[src/rtl/shift_unit_ctrl_if.sv]
// Request, shifter and result signals of shift_unit_ctrl bundled into one interface.
// The slave view belongs to the controller; the master view belongs to whatever drives it.
interface shift_unit_ctrl_if;
    logic        flush;
    logic        in_valid;
    logic        in_ready;
    logic [5:0]  funct;
    logic [4:0]  shamt;
    logic [31:0] rs_data;
    logic [31:0] rt_data;
    logic [31:0] sh_a;
    logic [4:0]  sh_b;
    logic [1:0]  sh_aluc;
    logic [31:0] sh_c;
    logic        out_valid;
    logic        out_ready;
    logic [31:0] out_data;
    logic        out_err;
    logic [7:0]  err_cnt;

    modport slave (
        input  flush, in_valid, funct, shamt, rs_data, rt_data, sh_c, out_ready,
        output in_ready, sh_a, sh_b, sh_aluc, out_valid, out_data, out_err, err_cnt
    );

    modport master (
        output flush, in_valid, funct, shamt, rs_data, rt_data, sh_c, out_ready,
        input  in_ready, sh_a, sh_b, sh_aluc, out_valid, out_data, out_err, err_cnt
    );
endinterface

[src/rtl/shift_unit_ctrl.sv]
// Two-stage control wrapper for the execute-path barrel shifter: decode stage feeding the
// shifter from registers, then an output register holding the shifted result.
module shift_unit_ctrl (
    input  logic             clk,
    input  logic             rst_n,
    shift_unit_ctrl_if.slave bus
);
    localparam logic [1:0] ALUC_SRA = 2'b00;
    localparam logic [1:0] ALUC_SRL = 2'b01;
    localparam logic [1:0] ALUC_SLL = 2'b10;

    logic        r_s1_valid;
    logic [31:0] r_a;
    logic [4:0]  r_b;
    logic [1:0]  r_aluc;
    logic        r_err;

    logic        r_out_valid;
    logic [31:0] r_out_data;
    logic        r_out_err;
    logic [7:0]  r_err_cnt;

    logic [31:0] w_dec_a;
    logic [4:0]  w_dec_b;
    logic [1:0]  w_dec_aluc;
    logic        w_dec_err;
    logic        w_s2_free;
    logic        w_advance;
    logic        w_in_ready;
    logic        w_accept;
    logic        w_rs_unused;

    assign w_rs_unused = ^bus.rs_data[31:5];

    always_comb begin
        w_dec_a    = bus.rt_data;
        w_dec_b    = bus.shamt;
        w_dec_aluc = ALUC_SRL;
        w_dec_err  = 1'b0;
        case (bus.funct)
            6'h00: w_dec_aluc = ALUC_SLL;
            6'h02: w_dec_aluc = ALUC_SRL;
            6'h03: w_dec_aluc = ALUC_SRA;
            6'h04: begin
                w_dec_aluc = ALUC_SLL;
                w_dec_b    = bus.rs_data[4:0];
            end
            6'h06: begin
                w_dec_aluc = ALUC_SRL;
                w_dec_b    = bus.rs_data[4:0];
            end
            6'h07: begin
                w_dec_aluc = ALUC_SRA;
                w_dec_b    = bus.rs_data[4:0];
            end
            default: begin
                // Illegal codes park the shifter on a harmless zero operation.
                w_dec_a    = '0;
                w_dec_b    = '0;
                w_dec_aluc = ALUC_SRL;
                w_dec_err  = 1'b1;
            end
        endcase
    end

    assign w_s2_free  = !r_out_valid || bus.out_ready;
    assign w_advance  = r_s1_valid && w_s2_free;
    assign w_in_ready = !bus.flush && (!r_s1_valid || w_s2_free);
    assign w_accept   = bus.in_valid && w_in_ready;

    always_ff @(posedge clk or negedge rst_n) begin
        if (!rst_n) begin
            r_s1_valid  <= 1'b0;
            r_a         <= '0;
            r_b         <= '0;
            r_aluc      <= ALUC_SRL;
            r_err       <= 1'b0;
            r_out_valid <= 1'b0;
            r_out_data  <= '0;
            r_out_err   <= 1'b0;
            r_err_cnt   <= '0;
        end else if (bus.flush) begin
            r_s1_valid  <= 1'b0;
            r_out_valid <= 1'b0;
        end else begin
            if (w_advance) begin
                r_out_valid <= 1'b1;
                r_out_data  <= r_err ? '0 : bus.sh_c;
                r_out_err   <= r_err;
                if (r_err && (r_err_cnt != 8'hFF)) begin
                    r_err_cnt <= r_err_cnt + 8'd1;
                end
            end else if (r_out_valid && bus.out_ready) begin
                r_out_valid <= 1'b0;
            end

            if (w_accept) begin
                r_s1_valid <= 1'b1;
                r_a        <= w_dec_a;
                r_b        <= w_dec_b;
                r_aluc     <= w_dec_aluc;
                r_err      <= w_dec_err;
            end else if (w_advance) begin
                r_s1_valid <= 1'b0;
            end
        end
    end

    assign bus.in_ready  = w_in_ready;
    assign bus.sh_a      = r_a;
    assign bus.sh_b      = r_b;
    assign bus.sh_aluc   = r_aluc;
    assign bus.out_valid = r_out_valid;
    assign bus.out_data  = r_out_data;
    assign bus.out_err   = r_out_err;
    assign bus.err_cnt   = r_err_cnt;
endmodule

[src/flat_wrapper.sv]
// flat-port wrapper written by rule: the top's interface ports become plain ports
module shift_unit_ctrl_flat 
  (clk, rst_n, bus_flush, bus_in_valid, bus_funct, bus_shamt, bus_rs_data, bus_rt_data, bus_sh_c, bus_out_ready, bus_in_ready, bus_sh_a, bus_sh_b, bus_sh_aluc, bus_out_valid, bus_out_data, bus_out_err, bus_err_cnt);
  shift_unit_ctrl_if bus_i ();
  input  logic clk;
  input  logic rst_n;
  input wire logic [$bits(bus_i.flush)-1:0] bus_flush;
  input wire logic [$bits(bus_i.in_valid)-1:0] bus_in_valid;
  input wire logic [$bits(bus_i.funct)-1:0] bus_funct;
  input wire logic [$bits(bus_i.shamt)-1:0] bus_shamt;
  input wire logic [$bits(bus_i.rs_data)-1:0] bus_rs_data;
  input wire logic [$bits(bus_i.rt_data)-1:0] bus_rt_data;
  input wire logic [$bits(bus_i.sh_c)-1:0] bus_sh_c;
  input wire logic [$bits(bus_i.out_ready)-1:0] bus_out_ready;
  output wire logic [$bits(bus_i.in_ready)-1:0] bus_in_ready;
  output wire logic [$bits(bus_i.sh_a)-1:0] bus_sh_a;
  output wire logic [$bits(bus_i.sh_b)-1:0] bus_sh_b;
  output wire logic [$bits(bus_i.sh_aluc)-1:0] bus_sh_aluc;
  output wire logic [$bits(bus_i.out_valid)-1:0] bus_out_valid;
  output wire logic [$bits(bus_i.out_data)-1:0] bus_out_data;
  output wire logic [$bits(bus_i.out_err)-1:0] bus_out_err;
  output wire logic [$bits(bus_i.err_cnt)-1:0] bus_err_cnt;
  assign bus_i.flush = bus_flush;
  assign bus_i.in_valid = bus_in_valid;
  assign bus_i.funct = bus_funct;
  assign bus_i.shamt = bus_shamt;
  assign bus_i.rs_data = bus_rs_data;
  assign bus_i.rt_data = bus_rt_data;
  assign bus_i.sh_c = bus_sh_c;
  assign bus_i.out_ready = bus_out_ready;
  assign bus_in_ready = bus_i.in_ready;
  assign bus_sh_a = bus_i.sh_a;
  assign bus_sh_b = bus_i.sh_b;
  assign bus_sh_aluc = bus_i.sh_aluc;
  assign bus_out_valid = bus_i.out_valid;
  assign bus_out_data = bus_i.out_data;
  assign bus_out_err = bus_i.out_err;
  assign bus_err_cnt = bus_i.err_cnt;
  shift_unit_ctrl u_core (.clk(clk), .rst_n(rst_n), .bus(bus_i));
endmodule
[config.mk]
export PLATFORM = sky130hd
export DESIGN_NAME = shift_unit_ctrl_flat
export DESIGN_NICKNAME = d
export VERILOG_FILES = /design/src/rtl/shift_unit_ctrl_if.sv /design/src/rtl/shift_unit_ctrl.sv /design/src/flat_wrapper.sv
export SDC_FILE = /design/constraint.sdc
export NUM_CORES = 1
export LEC_CHECK = 0
export BUFFER_PORTS_ARGS = -buffer_cell sky130_fd_sc_hd__clkbuf_2
export CAP_MARGIN = 20
export CORE_MARGIN = 8
export CORE_UTILIZATION = 40
export CTS_CLUSTER_SIZE = 28
export DETAILED_ROUTE_END_ITERATION = 16
export HOLD_SLACK_MARGIN = 0.15
export PLACE_DENSITY = 0.79
export SLEW_MARGIN = 10
export SYNTH_ARGS = -nofsm -noshare
export SYNTH_HDL_FRONTEND = slang
export SYNTH_SLANG_ARGS = --single-unit
[constraint.sdc]
create_clock -name clk -period 4.3 [get_ports clk]
set_clock_uncertainty 0.05 [all_clocks]
set_input_delay 0.215 -clock clk [delete_from_list [all_inputs] [get_ports clk]]
set_output_delay 0.215 -clock clk [all_outputs]
set_load 0.05 [all_outputs]
==> results of run 1 <==
synth_stat cells (2+ instances only):
master	number
sky130_fd_sc_hd__dfrtp_1	82
sky130_fd_sc_hd__o21ai_0	25
sky130_fd_sc_hd__clkbuf_1	10
sky130_fd_sc_hd__nand2_1	141
sky130_fd_sc_hd__buf_2	7
sky130_fd_sc_hd__inv_1	3
sky130_fd_sc_hd__nor2_1	6
sky130_fd_sc_hd__buf_6	6
sky130_fd_sc_hd__nand3b_1	32
sky130_fd_sc_hd__nand4_1	3
sky130_fd_sc_hd__mux2i_1	5
sky130_fd_sc_hd__xor2_1	4
sky130_fd_sc_hd__nor3_1	4
sky130_fd_sc_hd__a21oi_1	2
sky130_fd_sc_hd__o21ai_1	9
sky130_fd_sc_hd__o31ai_1	5
sky130_fd_sc_hd__mux2_2	4
sky130_fd_sc_hd__nand3_1	2
worst max-delay path, stage by stage:
cell and delay [ns]:
sky130_fd_sc_hd__dlygate4sd3_1 0.56, sky130_fd_sc_hd__clkbuf_2 0.18, sky130_fd_sc_hd__a211o_2 0.29, sky130_fd_sc_hd__buf_4 0.32, sky130_fd_sc_hd__o41ai_2 0.33, sky130_fd_sc_hd__dlygate4sd3_1 0.58
through the flow:
step | utilization, % | setup slack [ns] | power, uW | hold slack (ns) | cell area (sq um)
2_1_floorplan | - | 2.38 | 1350 | -0.131 | 3570
3_3_place_gp | 50.9 | 2.16 | 1520 | 0.381 | 4420
3_5_place_dp | 51.1 | 2.42 | 1540 | 0.388 | 4430
4_1_cts | 62.3 | 2.05 | 2140 | 0.151 | 5400
5_1_grt | 62.5 | 1.97 | 2220 | 0.195 | 5420
6_report | 62.5 | 2.02 | 2130 | 0.179 | 5420
per-layer routing:
layer  wire (um)  up-vias
li1            -     1666
met1        4750     1606
met2        5380      148
met3         944       13
met4         141        0
met5           0        -
worst min path at each step:
stage	depth (start not counted)	end	slack, ns	from
floorplan	0	u_core.bus.err_cnt[0]	-0.13	rst_n
global placement	3	u_core.bus.sh_a[24]	0.38	bus_rt_data[24]
detailed placement	3	u_core.bus.sh_a[29]	0.39	bus_rt_data[29]
CTS	4	u_core.bus.out_valid	0.15	bus_out_ready
global route	4	u_core.bus.out_valid	0.19	bus_out_ready
finish	4	u_core.bus.out_valid	0.18	bus_out_ready
cells by family after synthesis:
family,after synthesis
mux,9
fa+ha+maj,1
xor+xnor,5
flops,83
compound gates,45
buf+inv,28
simple gates,196
area by class of cell:
| cell class | instances | share of cell area, % |
|---|---|---|
| flip-flops and latches | 83 | 38.3 |
| repair buffers | 249 | 30.9 |
| multi-input cells | 256 | 24.8 |
| well taps | 108 | 2.49 |
| clock buffers | 9 | 2.28 |
| clock inverters | 5 | 1.04 |
| inverters | 3 | 0.208 |
state kept, by name, summed over array words and instances, names as in the netlist:
name	flops
u_core.r_s1_valid	1
u_core.bus.sh_aluc	2
u_core.bus.out_data	32
u_core.bus.sh_b	5
u_core.bus.err_cnt	8
u_core.bus.out_valid	1
u_core.r_err	1
u_core.bus.sh_a	32
u_core.bus.out_err	1
power by group through the flow:
stage          Combinational [uW]  Clock [uW]  Sequential, uW
5_1_grt                       700         580             938
3_3_place_gp                  587           0             935
4_1_cts                       658         554             926
3_5_place_dp                  600           0             941
6_report                      661         536             928
2_1_floorplan                 125           0            1230
==> flow_summary.html, run 1 <==
<table>
<tr><th>Metric</th><th>Value</th></tr>
<tr><th colspan="2">Power and ir drop</th></tr>
<tr><td>Share of total power consumed by net switching</td><td>37.9%</td></tr>
<tr><td>Leakage Power</td><td>0.00283 uW</td></tr>
<tr><td>Logic pwr share</td><td>31.1%</td></tr>
<tr><td>Clock group share of total power</td><td>25.2%</td></tr>
<tr><td>Pwr dens</td><td>392 nW/um^2</td></tr>
<tr><td>Relative contribution of sequential cells to total power</td><td>43.7%</td></tr>
<tr><td>Internal cell power</td><td>1320 uW</td></tr>
<tr><td>Maximum ir drop on the vdd rail</td><td>184 uV</td></tr>
<tr><td>Switching power total</td><td>806 uW</td></tr>
<tr><th colspan="2">Critical path</th></tr>
<tr><td>Critical path origin</td><td>bus_flush</td></tr>
<tr><td>Worst flop-to-flop path startpoint</td><td>u_core.bus.out_valid</td></tr>
<tr><td>Critical path destination</td><td>u_core.bus.sh_aluc[1]</td></tr>
<tr><td>Flop2flop setup slack</td><td>2.05 ns</td></tr>
<tr><td>Endpoint of the lowest-slack register-to-register path</td><td>u_core.bus.sh_aluc[1]</td></tr>
<tr><td>Endpoint required time on the critical path</td><td>4.52 ns</td></tr>
<tr><td>Depth of the worst register-to-register path</td><td>5</td></tr>
<tr><td>Largest fanout on the critical path</td><td>80</td></tr>
<tr><td>Worst setup path class</td><td>primary input to register</td></tr>
<tr><td>Arrival time at the worst endpoint</td><td>2.51 ns</td></tr>
<tr><td>Launching element type of the critical path</td><td>primary input</td></tr>
<tr><td>Setup crit end kind</td><td>register</td></tr>
<tr><th colspan="2">Global route</th></tr>
<tr><td>Leftover overflow at the end of global routing</td><td>0</td></tr>
<tr><td>Total routing usage reported by global routing</td><td>18.0%</td></tr>
<tr><td>Number of global-route vias before repair</td><td>3730</td></tr>
<tr><td>Met2 layer usage reported by global route</td><td>29.4%</td></tr>
<tr><td>Busiest layer in global routing</td><td>met2</td></tr>
<tr><td>Initial antenna violation count</td><td>0</td></tr>
<tr><td>Pin count of the biggest net entering global routing</td><td>84</td></tr>
<tr><td>Fraction of met3 tracks used by global routing</td><td>6.93%</td></tr>
<tr><td>Global-route wire length before repair</td><td>18.3 mm</td></tr>
<tr><td>Met1 routing resource usage after global routing</td><td>21.0%</td></tr>
<tr><th colspan="2">Placed design</th></tr>
<tr><td>Sum of net half-perimeters after detailed placement</td><td>6.92 mm</td></tr>
<tr><td>Last weighted congestion value of the routability-driven placer</td><td>0.752</td></tr>
<tr><td>Count of input and output buffers</td><td>166</td></tr>
<tr><td>Cell count after placement</td><td>619</td></tr>
<tr><th colspan="2">Logic synthesis</th></tr>
<tr><td>Post-synth top area share</td><td>57.4%</td></tr>
<tr><td>Simple-gate portion of the synthesized area</td><td>25.7%</td></tr>
<tr><td>Post-synthesis mux area share</td><td>2.66%</td></tr>
<tr><td>Combinational family with the most area after synthesis</td><td>simple AND/OR/NAND/NOR gates</td></tr>
<tr><td>Cell type with the largest total area after synthesis</td><td>sky130_fd_sc_hd__dfrtp_1</td></tr>
<tr><td>Primary flip-flop cell chosen by synthesis mapping</td><td>sky130_fd_sc_hd__dfrtp_1</td></tr>
<tr><td>Mapped Area</td><td>3570 sq um</td></tr>
<tr><td>Post-Syn Instances</td><td>367</td></tr>
<tr><td>Number of library cell types mapped by synthesis</td><td>35</td></tr>
<tr><td>Synthesis-stage register bit count</td><td>83</td></tr>
<tr><td>Synthesized-area fraction occupied by adder cells</td><td>0.350%</td></tr>
<tr><td>Warning count from the yosys run</td><td>0</td></tr>
<tr><td>Share of synthesized area occupied by flip-flops and latches</td><td>58.1%</td></tr>
<tr><td>Xor and xnor area share after synthesis</td><td>1.23%</td></tr>
<tr><td>Fraction of synthesis flops using an asynchronous set or reset pin</td><td>100%</td></tr>
<tr><td>Avg Synthesized Cell Area</td><td>9.74 sq um</td></tr>
<tr><td>Net Count, Synth</td><td>480</td></tr>
<tr><td>Compound-cell area share of the yosys netlist</td><td>7.46%</td></tr>
<tr><td>Top cells by area in the synthesized netlist</td><td>sky130_fd_sc_hd__dfrtp_1 57%, sky130_fd_sc_hd__nand2_1 15%, sky130_fd_sc_hd__nand3b_1 6.7%</td></tr>
<tr><td>Number of enable-type register cells in the synthesized netlist</td><td>0</td></tr>
<tr><th colspan="2">Finish</th></tr>
<tr><td>Final standard cell count with taps included and fillers excluded</td><td>713</td></tr>
<tr><td>Total number of nets in the final design</td><td>715</td></tr>
<tr><td>Diodes inserted</td><td>0</td></tr>
<tr><td>Commonest non-fill, non-tap cell in the layout</td><td>sky130_fd_sc_hd__clkbuf_2</td></tr>
<tr><td>Area grow syn2layout</td><td>51.7%</td></tr>
<tr><td>Ratio of cells with drive above 1 in the final layout</td><td>32.4%</td></tr>
<tr><td>Top library cells by usage in the layout, fill and taps aside</td><td>165 x sky130_fd_sc_hd__clkbuf_2, 141 x sky130_fd_sc_hd__nand2_1, 82 x sky130_fd_sc_hd__dfrtp_1</td></tr>
<tr><td>Fill cell instance count of the final layout</td><td>697</td></tr>
<tr><td>Area occupied by multi-input gates</td><td>1340 sq um</td></tr>
<tr><td>Total area of sequential cells</td><td>2080 sq um</td></tr>
<tr><th colspan="2">CTS</th></tr>
<tr><td>Clock latency on the worst-skew pair</td><td>0.34 ns</td></tr>
<tr><td>Number of H-tree levels</td><td>3</td></tr>
<tr><td>Cts hold-fix bufs</td><td>79</td></tr>
<tr><td>Maximum clock path buffer count</td><td>2</td></tr>
<tr><td>Number of buffers added by the clock tree synthesis step</td><td>9</td></tr>
<tr><td>Number of sinks on the clock net</td><td>83</td></tr>
<tr><td>Reg clk slew, reported paths</td><td>0.08 ns</td></tr>
<tr><td>Library cell used as clock root buffer</td><td>sky130_fd_sc_hd__clkbuf_8</td></tr>
<tr><td>Clock tree from TritonCTS</td><td>done</td></tr>
<tr><td>Post-CTS repair timing setup buffer count</td><td>0</td></tr>
<tr><td># resized after CTS</td><td>0</td></tr>
<tr><th colspan="2">Die</th></tr>
<tr><td>Number of rows in the core area</td><td>34</td></tr>
<tr><td>Die Ht</td><td>111 um</td></tr>
<tr><td>Starting utilization of the core area</td><td>41.2%</td></tr>
<tr><td>Die outline area</td><td>12200 sq um</td></tr>
<tr><td>Area of the core</td><td>8680 sq um</td></tr>
<tr><td>Chip Width</td><td>111 um</td></tr>
<tr><td>I/O pins</td><td>194</td></tr>
<tr><th colspan="2">Route</th></tr>
<tr><td>Number of nets still failing antenna checks after routing</td><td>0</td></tr>
<tr><td>Wirelength, routed</td><td>11.2 mm</td></tr>
<tr><td>Wire per inst</td><td>15.7 um</td></tr>
<tr><td>Total number of vias</td><td>3433</td></tr>
<tr><td>Detailed-route vias per instance</td><td>4.81</td></tr>
<tr><td>Router iterations before antenna repair</td><td>4</td></tr>
<tr><td>Post-route DRC violation count</td><td>0</td></tr>
<tr><td>Count of routing violations after the opening detailed-route iteration</td><td>207</td></tr>
<tr><th colspan="2">Timing</th></tr>
<tr><td>Final setup vio count</td><td>0</td></tr>
<tr><td>Relative slew slack</td><td>42.7%</td></tr>
<tr><td>Setup repair after global routing missed its margin</td><td>false</td></tr>
<tr><td>Maximum frequency from static timing analysis</td><td>438 MHz</td></tr>
<tr><td>Period minus WS final</td><td>2.28 ns</td></tr>
<tr><td>Period Utilization, post-route</td><td>53.1%</td></tr>
<tr><td>Actual transition at the worst max-transition pin</td><td>0.857 ns</td></tr>
<tr><td>Setup total negative slack</td><td>0 ns</td></tr>
<tr><td>Final max-slew violation count</td><td>0</td></tr>
<tr><td>Number of hold violations in the final report</td><td>0</td></tr>
<tr><th colspan="2">Run status</th></tr>
<tr><td>Result of the run</td><td>finished, final reports clean</td></tr>
<tr><th colspan="2">Worst hold path</th></tr>
<tr><td>Tightest Hold Check Type</td><td>primary input to register</td></tr>
<tr><th colspan="2">Flow run</th></tr>
<tr><td>Max capacitance violation total</td><td>0</td></tr>
</table>
Note: power is estimated with default switching activity, not from simulation.
==> run 2: changes to the inputs <==
--- a/config.mk
+++ b/config.mk
@@ -5,6 +5,7 @@
 export SDC_FILE = /design/constraint.sdc
 export NUM_CORES = 1
 export LEC_CHECK = 0
+export ABC_AREA = 1
 export BUFFER_PORTS_ARGS = -buffer_cell sky130_fd_sc_hd__clkbuf_2
 export CAP_MARGIN = 20
 export CORE_MARGIN = 8
==> constraint.sdc (replaced) <==
create_clock -name clk -period 2.2 [get_ports clk]
set_clock_uncertainty 0.05 [all_clocks]
set_input_delay 0.11 -clock clk [delete_from_list [all_inputs] [get_ports clk]]
set_output_delay 0.11 -clock clk [all_outputs]
set_load 0.05 [all_outputs]
==> run 2 against run 1 <==
Effect of this change:
- clock power increased by 92%
- worst setup slack got worse by 1.9 ns
- core utilization increased by 0.78 points
- largest power group unchanged
==> flow_summary.html, run 2 <==
<table>
<tr><th>Metric</th><th>Value</th></tr>
<tr><th colspan="2">Route</th></tr>
<tr><td>Wirelength, routed</td><td>11.4 mm</td></tr>
<tr><td>Detailed-route vias per instance</td><td>4.69</td></tr>
<tr><td>Count of routing violations after the opening detailed-route iteration</td><td>161</td></tr>
<tr><td>Post-route DRC violation count</td><td>0</td></tr>
<tr><td>Number of nets still failing antenna checks after routing</td><td>0</td></tr>
<tr><td>Router iterations before antenna repair</td><td>5</td></tr>
<tr><td>Wire per inst</td><td>14.6 um</td></tr>
<tr><td>Total number of vias</td><td>3647</td></tr>
<tr><th colspan="2">Logic synthesis</th></tr>
<tr><td>Top cells by area in the synthesized netlist</td><td>sky130_fd_sc_hd__dfrtp_1 59%, sky130_fd_sc_hd__nand2_1 25%, sky130_fd_sc_hd__o21ai_0 4.0%</td></tr>
<tr><td>Post-synth top area share</td><td>58.5%</td></tr>
<tr><td>Warning count from the yosys run</td><td>0</td></tr>
<tr><td>Primary flip-flop cell chosen by synthesis mapping</td><td>sky130_fd_sc_hd__dfrtp_1</td></tr>
<tr><td>Number of library cell types mapped by synthesis</td><td>27</td></tr>
<tr><td>Mapped Area</td><td>3510 sq um</td></tr>
<tr><td>Avg Synthesized Cell Area</td><td>8.43 sq um</td></tr>
<tr><td>Synthesis-stage register bit count</td><td>83</td></tr>
<tr><td>Cell type with the largest total area after synthesis</td><td>sky130_fd_sc_hd__dfrtp_1</td></tr>
<tr><td>Most numerous cell in the Yosys netlist</td><td>sky130_fd_sc_hd__nand2_1</td></tr>
<tr><td>Net Count, Synth</td><td>529</td></tr>
<tr><td>Share of synthesized area occupied by flip-flops and latches</td><td>59.3%</td></tr>
<tr><td>Fraction of synthesis flops using an asynchronous set or reset pin</td><td>100%</td></tr>
<tr><td>Number of enable-type register cells in the synthesized netlist</td><td>0</td></tr>
<tr><td>Post-Syn Instances</td><td>416</td></tr>
<tr><td>Commonest cells in the netlist</td><td>230 x sky130_fd_sc_hd__nand2_1, 82 x sky130_fd_sc_hd__dfrtp_1, 28 x sky130_fd_sc_hd__o21ai_0</td></tr>
<tr><th colspan="2">Finish</th></tr>
<tr><td>Total area of sequential cells</td><td>2080 sq um</td></tr>
<tr><td>Total number of nets in the final design</td><td>777</td></tr>
<tr><td>Commonest non-fill, non-tap cell in the layout</td><td>sky130_fd_sc_hd__nand2_1</td></tr>
<tr><td>Fill cell instance count of the final layout</td><td>695</td></tr>
<tr><td>Top library cells by usage in the layout, fill and taps aside</td><td>229 x sky130_fd_sc_hd__nand2_1, 165 x sky130_fd_sc_hd__clkbuf_2, 83 x sky130_fd_sc_hd__dlygate4sd3_1</td></tr>
<tr><td>Area grow syn2layout</td><td>55.0%</td></tr>
<tr><td>Area occupied by multi-input gates</td><td>1250 sq um</td></tr>
<tr><td>Ratio of cells with drive above 1 in the final layout</td><td>29.9%</td></tr>
<tr><th colspan="2">Power and ir drop</th></tr>
<tr><td>Maximum ir drop on the vdd rail</td><td>309 uV</td></tr>
<tr><td>Share of total power consumed by net switching</td><td>35.0%</td></tr>
<tr><td>Clock group share of total power</td><td>28.1%</td></tr>
<tr><td>Relative contribution of sequential cells to total power</td><td>46.6%</td></tr>
<tr><td>Leakage Power</td><td>0.00303 uW</td></tr>
<tr><td>Internal cell power</td><td>2400 uW</td></tr>
<tr><td>Switching power total</td><td>1290 uW</td></tr>
<tr><td>Pwr dens</td><td>678 nW/um^2</td></tr>
<tr><td>Logic pwr share</td><td>25.3%</td></tr>
<tr><th colspan="2">Critical path</th></tr>
<tr><td>Maximum single-stage delay on the critical path</td><td>0.57 ns</td></tr>
<tr><td>Arrival time at the worst endpoint</td><td>2.26 ns</td></tr>
<tr><td>Slowest cell on crit path</td><td>sky130_fd_sc_hd__dlygate4sd3_1</td></tr>
<tr><td>Endpoint required time on the critical path</td><td>2.41 ns</td></tr>
<tr><td>Largest fanout on the critical path</td><td>3</td></tr>
<tr><td>Series of cell instances along the critical path</td><td>dlygate4sd3_1 -&gt; clkbuf_2 -&gt; nor2_2 -&gt; dlygate4sd3_1 -&gt; nand3_1 -&gt; dlygate4sd3_1 -&gt; o21ai_0</td></tr>
<tr><td>Crit path buf inv count</td><td>4</td></tr>
<tr><td>Launching element type of the critical path</td><td>primary input</td></tr>
<tr><td>Most numerous cell on the critical path</td><td>sky130_fd_sc_hd__dlygate4sd3_1</td></tr>
<tr><td>Family with the most delay on the worst path</td><td>buffers and inverters</td></tr>
<tr><td>Worst setup path class</td><td>primary input to register</td></tr>
<tr><td>Setup crit end kind</td><td>register</td></tr>
<tr><th colspan="2">CTS</th></tr>
<tr><td>Clock tree from TritonCTS</td><td>done</td></tr>
<tr><td>Maximum clock path buffer count</td><td>2</td></tr>
<tr><td>Number of H-tree levels</td><td>3</td></tr>
<tr><td>Clock latency on the worst-skew pair</td><td>0.34 ns</td></tr>
<tr><td>Library cell used as clock root buffer</td><td>sky130_fd_sc_hd__clkbuf_8</td></tr>
<tr><td>Number of buffers added by the clock tree synthesis step</td><td>9</td></tr>
<tr><td>Reg clk slew, reported paths</td><td>0.09 ns</td></tr>
<tr><td>Number of sinks on the clock net</td><td>83</td></tr>
<tr><th colspan="2">Timing</th></tr>
<tr><td>Worst hold slack across all endpoints</td><td>0.218 ns</td></tr>
<tr><td>Period minus WS final</td><td>2.05 ns</td></tr>
<tr><td>Setup total negative slack</td><td>0 ns</td></tr>
<tr><td>Final setup vio count</td><td>0</td></tr>
<tr><td>Setup repair after global routing missed its margin</td><td>false</td></tr>
<tr><td>Maximum frequency from static timing analysis</td><td>488 MHz</td></tr>
<tr><td>Relative slew slack</td><td>62.9%</td></tr>
<tr><td>Number of hold violations in the final report</td><td>0</td></tr>
<tr><td>Actual transition at the worst max-transition pin</td><td>0.557 ns</td></tr>
<tr><td>Final max-slew violation count</td><td>0</td></tr>
<tr><td>Period Utilization, post-route</td><td>93.1%</td></tr>
<tr><th colspan="2">Run status</th></tr>
<tr><td>Result of the run</td><td>finished, final reports clean</td></tr>
<tr><th colspan="2">Worst hold path</th></tr>
<tr><td>Tightest Hold Check Type</td><td>primary input to asynchronous set/reset pin</td></tr>
<tr><th colspan="2">Global route</th></tr>
<tr><td>Fraction of met3 tracks used by global routing</td><td>5.10%</td></tr>
<tr><td>Global-route wire length before repair</td><td>18.1 mm</td></tr>
<tr><td>Total routing usage reported by global routing</td><td>19.0%</td></tr>
<tr><td>Met1 routing resource usage after global routing</td><td>20.7%</td></tr>
<tr><td>Busiest layer in global routing</td><td>met2</td></tr>
<tr><td>Number of global-route vias before repair</td><td>3750</td></tr>
<tr><td>Pin count of the biggest net entering global routing</td><td>66</td></tr>
<tr><td>Initial antenna violation count</td><td>0</td></tr>
<tr><td>Met2 layer usage reported by global route</td><td>34.3%</td></tr>
<tr><td>Leftover overflow at the end of global routing</td><td>0</td></tr>
<tr><th colspan="2">Die</th></tr>
<tr><td>I/O pins</td><td>194</td></tr>
<tr><td>Starting utilization of the core area</td><td>40.8%</td></tr>
<tr><td>Area of the core</td><td>8590 sq um</td></tr>
<tr><td>Chip Width</td><td>110 um</td></tr>
<tr><td>Die outline area</td><td>12000 sq um</td></tr>
<tr><td>Number of rows in the core area</td><td>34</td></tr>
<tr><td>Die Ht</td><td>110 um</td></tr>
<tr><th colspan="2">Flow run</th></tr>
<tr><td>Max capacitance violation total</td><td>0</td></tr>
<tr><th colspan="2">Placed design</th></tr>
<tr><td>Count of input and output buffers</td><td>166</td></tr>
<tr><td>Last weighted congestion value of the routability-driven placer</td><td>0.744</td></tr>
<tr><td>Sum of net half-perimeters after detailed placement</td><td>7.09 mm</td></tr>
</table>
run 2: changes by cell type after synthesis, moves of 3 or more:
cell	previous run	this run
sky130_fd_sc_hd__nand3_1	2	5
sky130_fd_sc_hd__o31ai_1	5	1
sky130_fd_sc_hd__nor3_1	4	0
sky130_fd_sc_hd__inv_1	3	15
sky130_fd_sc_hd__nand2_1	141	230
sky130_fd_sc_hd__nor2_1	6	9
sky130_fd_sc_hd__nand3b_1	32	1
sky130_fd_sc_hd__o21ai_0	25	28
sky130_fd_sc_hd__mux2i_1	5	0
sky130_fd_sc_hd__mux2_2	4	0
sky130_fd_sc_hd__clkbuf_1	10	3
run 2: timing repair:
item	4_1_cts	5_1_grt
endpoints found under the hold margin	157	0
buffers inserted	0	0
gates resized for setup	0	0
hold buffers	83	0
setup endpoints to repair	0	0
run 2: layout make-up:
type / instances / area share (%)
antenna: 1 / 0.0460
inverter: 17 / 1.22
multi-input combinational: 299 / 23.0
timing repair buffer: 254 / 31.5
clock inverter: 5 / 0.690
sequential: 83 / 38.2
tap: 108 / 2.49
clock buffer: 11 / 2.78
run 2: logic make-up (layout without fill, tap and decap cells):
kind of cell	count (synthesis)	count (layout)	synth area share, %
fa+ha+maj	1	1	0.357
xor+xnor	2	2	0.500
flops	83	83	59.3
compound gates	40	40	5.89
buf+inv	34	287	5.14
other cells	0	1	0
simple gates	256	256	28.9
run 2: path summary, 6_finish.rpt:
| kind | start | endpoint | slack, ns | cells after the start |
|---|---|---|---|---|
| max in group asynchronous | rst_n | u_core.bus.out_data[26] | 1.24 | 3 |
| setup reg to reg | u_core.bus.out_valid | u_core.bus.sh_a[9] | 0.56 | 8 |
| hold / removal | rst_n | u_core.bus.out_data[20] | 0.22 | 2 |
| setup / recovery | bus_funct[4] | u_core.bus.sh_aluc[1] | 0.15 | 7 |
| min in group clk | bus_in_valid | u_core.r_s1_valid | 0.24 | 3 |
| hold reg to reg | u_core.bus.out_err | u_core.bus.out_err | 0.44 | 2 |
run 2: power groups by stage:
stage               clock, uW  combinational, uW  sequential [uW]
floorplan                   0                186             2100
global placement            0                798             1740
detailed placement          0                816             1750
CTS                      1070                930             1720
global route             1130               1000             1730
finish                   1030                933             1720
run 2: metal layers:
metal  share of wire [%]  vias up
met5                   0        -
met4                 2.3        0
met3                 7.2       27
met2                  52      139
met1                  39     1704
li1                    -     1777
run 2: through the flow:
stage / cell area [sq um] / util (%) / instances / setup WS [ns] / total power [uW]
5_1_grt: 5430 / 63.2 / 777 / 0.0720 / 3870
3_3_place_gp: 4410 / 51.4 / 678 / 0.624 / 2530
6_report: 5440 / 63.3 / 778 / 0.153 / 3690
3_5_place_dp: 4410 / 51.4 / 678 / 0.553 / 2560
4_1_cts: 5430 / 63.2 / 777 / 0.255 / 3720
2_1_floorplan: 3510 / - / 416 / 0.528 / 2280
==> run 3: changes to the inputs <==
--- a/config.mk
+++ b/config.mk
@@ -13,7 +13,7 @@
 export CTS_CLUSTER_SIZE = 28
 export DETAILED_ROUTE_END_ITERATION = 16
 export HOLD_SLACK_MARGIN = 0.15
-export PLACE_DENSITY = 0.79
+export PLACE_DENSITY = 0.73
 export SLEW_MARGIN = 10
 export SYNTH_ARGS = -nofsm -noshare
 export SYNTH_HDL_FRONTEND = slang
==> run 3 against run 2 <==
Effect of this change:
- clock power is essentially flat
- total power down 0.15%
- sequential share of layout area decreased by 0.070 points
- core utilization rose by 0.12 points
- critical path type unchanged
- largest cell class unchanged
==> flow_summary.html, run 3 (synthesis results as in run 2) <==
<table>
<tr><th>Metric</th><th>Value</th></tr>
<tr><th colspan="2">Run status</th></tr>
<tr><td>Result of the run</td><td>finished, final reports clean</td></tr>
<tr><th colspan="2">Finish</th></tr>
<tr><td>Area occupied by multi-input gates</td><td>1250 sq um</td></tr>
<tr><td>Commonest non-fill, non-tap cell in the layout</td><td>sky130_fd_sc_hd__nand2_1</td></tr>
<tr><td>Total number of nets in the final design</td><td>779</td></tr>
<tr><td>Fill cell instance count of the final layout</td><td>725</td></tr>
<tr><td>Area grow syn2layout</td><td>55.3%</td></tr>
<tr><td>Top library cells by usage in the layout, fill and taps aside</td><td>229 x sky130_fd_sc_hd__nand2_1, 165 x sky130_fd_sc_hd__clkbuf_2, 85 x sky130_fd_sc_hd__dlygate4sd3_1</td></tr>
<tr><td>Ratio of cells with drive above 1 in the final layout</td><td>29.4%</td></tr>
<tr><td>Diodes inserted</td><td>0</td></tr>
<tr><td>Total area of sequential cells</td><td>2080 sq um</td></tr>
<tr><th colspan="2">CTS</th></tr>
<tr><td>Reg clk slew, reported paths</td><td>0.07 ns</td></tr>
<tr><td>Maximum clock path buffer count</td><td>2</td></tr>
<tr><td>Number of sinks on the clock net</td><td>83</td></tr>
<tr><td>Post-CTS repair timing setup buffer count</td><td>0</td></tr>
<tr><td>Clock latency on the worst-skew pair</td><td>0.34 ns</td></tr>
<tr><td>Number of buffers added by the clock tree synthesis step</td><td>9</td></tr>
<tr><td>Clock tree from TritonCTS</td><td>done</td></tr>
<tr><td>Library cell used as clock root buffer</td><td>sky130_fd_sc_hd__clkbuf_8</td></tr>
<tr><td>Number of H-tree levels</td><td>3</td></tr>
<tr><th colspan="2">Route</th></tr>
<tr><td>Number of nets still failing antenna checks after routing</td><td>0</td></tr>
<tr><td>Router iterations before antenna repair</td><td>4</td></tr>
<tr><td>Wirelength, routed</td><td>11.0 mm</td></tr>
<tr><td>Post-route DRC violation count</td><td>0</td></tr>
<tr><td>Detailed-route vias per instance</td><td>4.63</td></tr>
<tr><td>Total number of vias</td><td>3601</td></tr>
<tr><td>Wire per inst</td><td>14.1 um</td></tr>
<tr><td>Count of routing violations after the opening detailed-route iteration</td><td>199</td></tr>
<tr><th colspan="2">Die</th></tr>
<tr><td>Die Ht</td><td>110 um</td></tr>
<tr><td>Chip Width</td><td>110 um</td></tr>
<tr><td>I/O pins</td><td>194</td></tr>
<tr><td>Die outline area</td><td>12000 sq um</td></tr>
<tr><td>Starting utilization of the core area</td><td>40.8%</td></tr>
<tr><td>Number of rows in the core area</td><td>34</td></tr>
<tr><td>Area of the core</td><td>8590 sq um</td></tr>
<tr><th colspan="2">Placed design</th></tr>
<tr><td>Sum of net half-perimeters after detailed placement</td><td>6.93 mm</td></tr>
<tr><td>Worst slack at placement</td><td>0.639 ns</td></tr>
<tr><td>Last weighted congestion value of the routability-driven placer</td><td>0.757</td></tr>
<tr><td>Count of input and output buffers</td><td>166</td></tr>
<tr><th colspan="2">Critical path</th></tr>
<tr><td>Most numerous cell on the critical path</td><td>sky130_fd_sc_hd__dlygate4sd3_1</td></tr>
<tr><td>Arrival time at the worst endpoint</td><td>2.20 ns</td></tr>
<tr><td>Slowest cell on crit path</td><td>sky130_fd_sc_hd__dlygate4sd3_1</td></tr>
<tr><td>Launching element type of the critical path</td><td>primary input</td></tr>
<tr><td>Endpoint required time on the critical path</td><td>2.40 ns</td></tr>
<tr><td>Family with the most delay on the worst path</td><td>buffers and inverters</td></tr>
<tr><td>Largest fanout on the critical path</td><td>3</td></tr>
<tr><td>Series of cell instances along the critical path</td><td>dlygate4sd3_1 -&gt; clkbuf_2 -&gt; nor2_2 -&gt; dlygate4sd3_1 -&gt; nand3_1 -&gt; dlygate4sd3_1 -&gt; o21ai_0</td></tr>
<tr><td>Setup crit end kind</td><td>register</td></tr>
<tr><td>Maximum single-stage delay on the critical path</td><td>0.56 ns</td></tr>
<tr><td>Crit path buf inv count</td><td>4</td></tr>
<tr><td>Worst setup path class</td><td>primary input to register</td></tr>
<tr><th colspan="2">Flow run</th></tr>
<tr><td>Max capacitance violation total</td><td>0</td></tr>
<tr><th colspan="2">Power and ir drop</th></tr>
<tr><td>Leakage Power</td><td>0.00304 uW</td></tr>
<tr><td>Maximum ir drop on the vdd rail</td><td>352 uV</td></tr>
<tr><td>Pwr dens</td><td>676 nW/um^2</td></tr>
<tr><th colspan="2">Timing</th></tr>
<tr><td>Final setup vio count</td><td>0</td></tr>
<tr><td>Relative slew slack</td><td>62.1%</td></tr>
<tr><td>Final max-slew violation count</td><td>0</td></tr>
<tr><td>Actual transition at the worst max-transition pin</td><td>0.568 ns</td></tr>
<tr><td>Setup total negative slack</td><td>0 ns</td></tr>
<tr><td>Setup repair after global routing missed its margin</td><td>false</td></tr>
<tr><td>Least setup slack across all paths after layout</td><td>0.205 ns</td></tr>
<tr><td>Worst hold slack across all endpoints</td><td>0.224 ns</td></tr>
<tr><td>Number of hold violations in the final report</td><td>0</td></tr>
<tr><td>Maximum frequency from static timing analysis</td><td>501 MHz</td></tr>
<tr><td>Period Utilization, post-route</td><td>90.7%</td></tr>
<tr><td>Period minus WS final</td><td>1.99 ns</td></tr>
<tr><th colspan="2">Global route</th></tr>
<tr><td>Global-route wire length before repair</td><td>17.5 mm</td></tr>
<tr><td>Pin count of the biggest net entering global routing</td><td>66</td></tr>
<tr><td>Total routing usage reported by global routing</td><td>18.3%</td></tr>
<tr><td>Number of global-route vias before repair</td><td>3700</td></tr>
<tr><td>Leftover overflow at the end of global routing</td><td>0</td></tr>
<tr><td>Initial antenna violation count</td><td>0</td></tr>
<tr><th colspan="2">Worst hold path</th></tr>
<tr><td>Tightest Hold Check Type</td><td>primary input to register</td></tr>
</table>
run 3: timing repair:
| action | CTS | global route |
|---|---|---|
| setup endpoints to repair | 0 | 0 |
| hold endpoints to repair | 117 | 0 |
| hold buffers | 85 | 0 |
| resized for setup | 0 | 0 |
run 3: final timing paths:
check | depth (start not counted) | slack [ns] | startpoint | end
max in group asynchronous | 3 | 1.16 | rst_n | u_core.bus.sh_aluc[0]
setup / recovery | 7 | 0.21 | bus_funct[4] | u_core.bus.sh_aluc[1]
hold / removal | 7 | 0.22 | bus_funct[5] | u_core.r_err
hold reg to reg | 2 | 0.44 | u_core.bus.sh_a[5] | u_core.bus.sh_a[5]
setup reg to reg | 8 | 0.63 | u_core.bus.out_valid | u_core.bus.sh_b[4]
min in group asynchronous | 2 | 0.25 | rst_n | u_core.bus.out_data[13]
run 3: final cells by class:
cell class	count	area share [%]
Clock inverter	3	0.735
Timing Repair Buffer	256	31.8
Multi-Input combinational cell	299	23.0
Tap cell	108	2.48
Inverter	17	1.22
Clock buffer	11	2.60
Sequential cell	83	38.2
run 3: report_power, final:
group / leakage [uW] / switching, uW / internal, uW
combinational: 0.00181 / 632 / 293
sequential: 0.00113 / 88.3 / 1630
clock: 0.0000950 / 498 / 541
run 3: stage by stage:
stage	instances	cell area (sq um)	total power (uW)	util, %
2_1_floorplan	416	3510	2280	-
3_3_place_gp	678	4410	2540	51.4
3_5_place_dp	678	4410	2550	51.4
4_1_cts	777	5450	3720	63.4
5_1_grt	777	5450	3870	63.4
6_report	777	5450	3680	63.4
run 3: per-layer routing:
metal	wire (um)	part of all wire [%]	track usage, %
met1	4370	40	21.0
met2	5600	51	31.7
met5	0	0	0
met4	206	1.9	6.94
met3	805	7.3	5.33
run 3: worst reg2reg max path, cell delays in order, from the launching register on:
cell and delay [ns]:
sky130_fd_sc_hd__dfrtp_1 0.37, sky130_fd_sc_hd__nand3_1 0.08, sky130_fd_sc_hd__nand2_1 0.08, sky130_fd_sc_hd__inv_2 0.05, sky130_fd_sc_hd__nand2_2 0.08, sky130_fd_sc_hd__buf_4 0.40, sky130_fd_sc_hd__inv_1 0.18, sky130_fd_sc_hd__nand2_1 0.13
sky130_fd_sc_hd__nand2_1 0.05
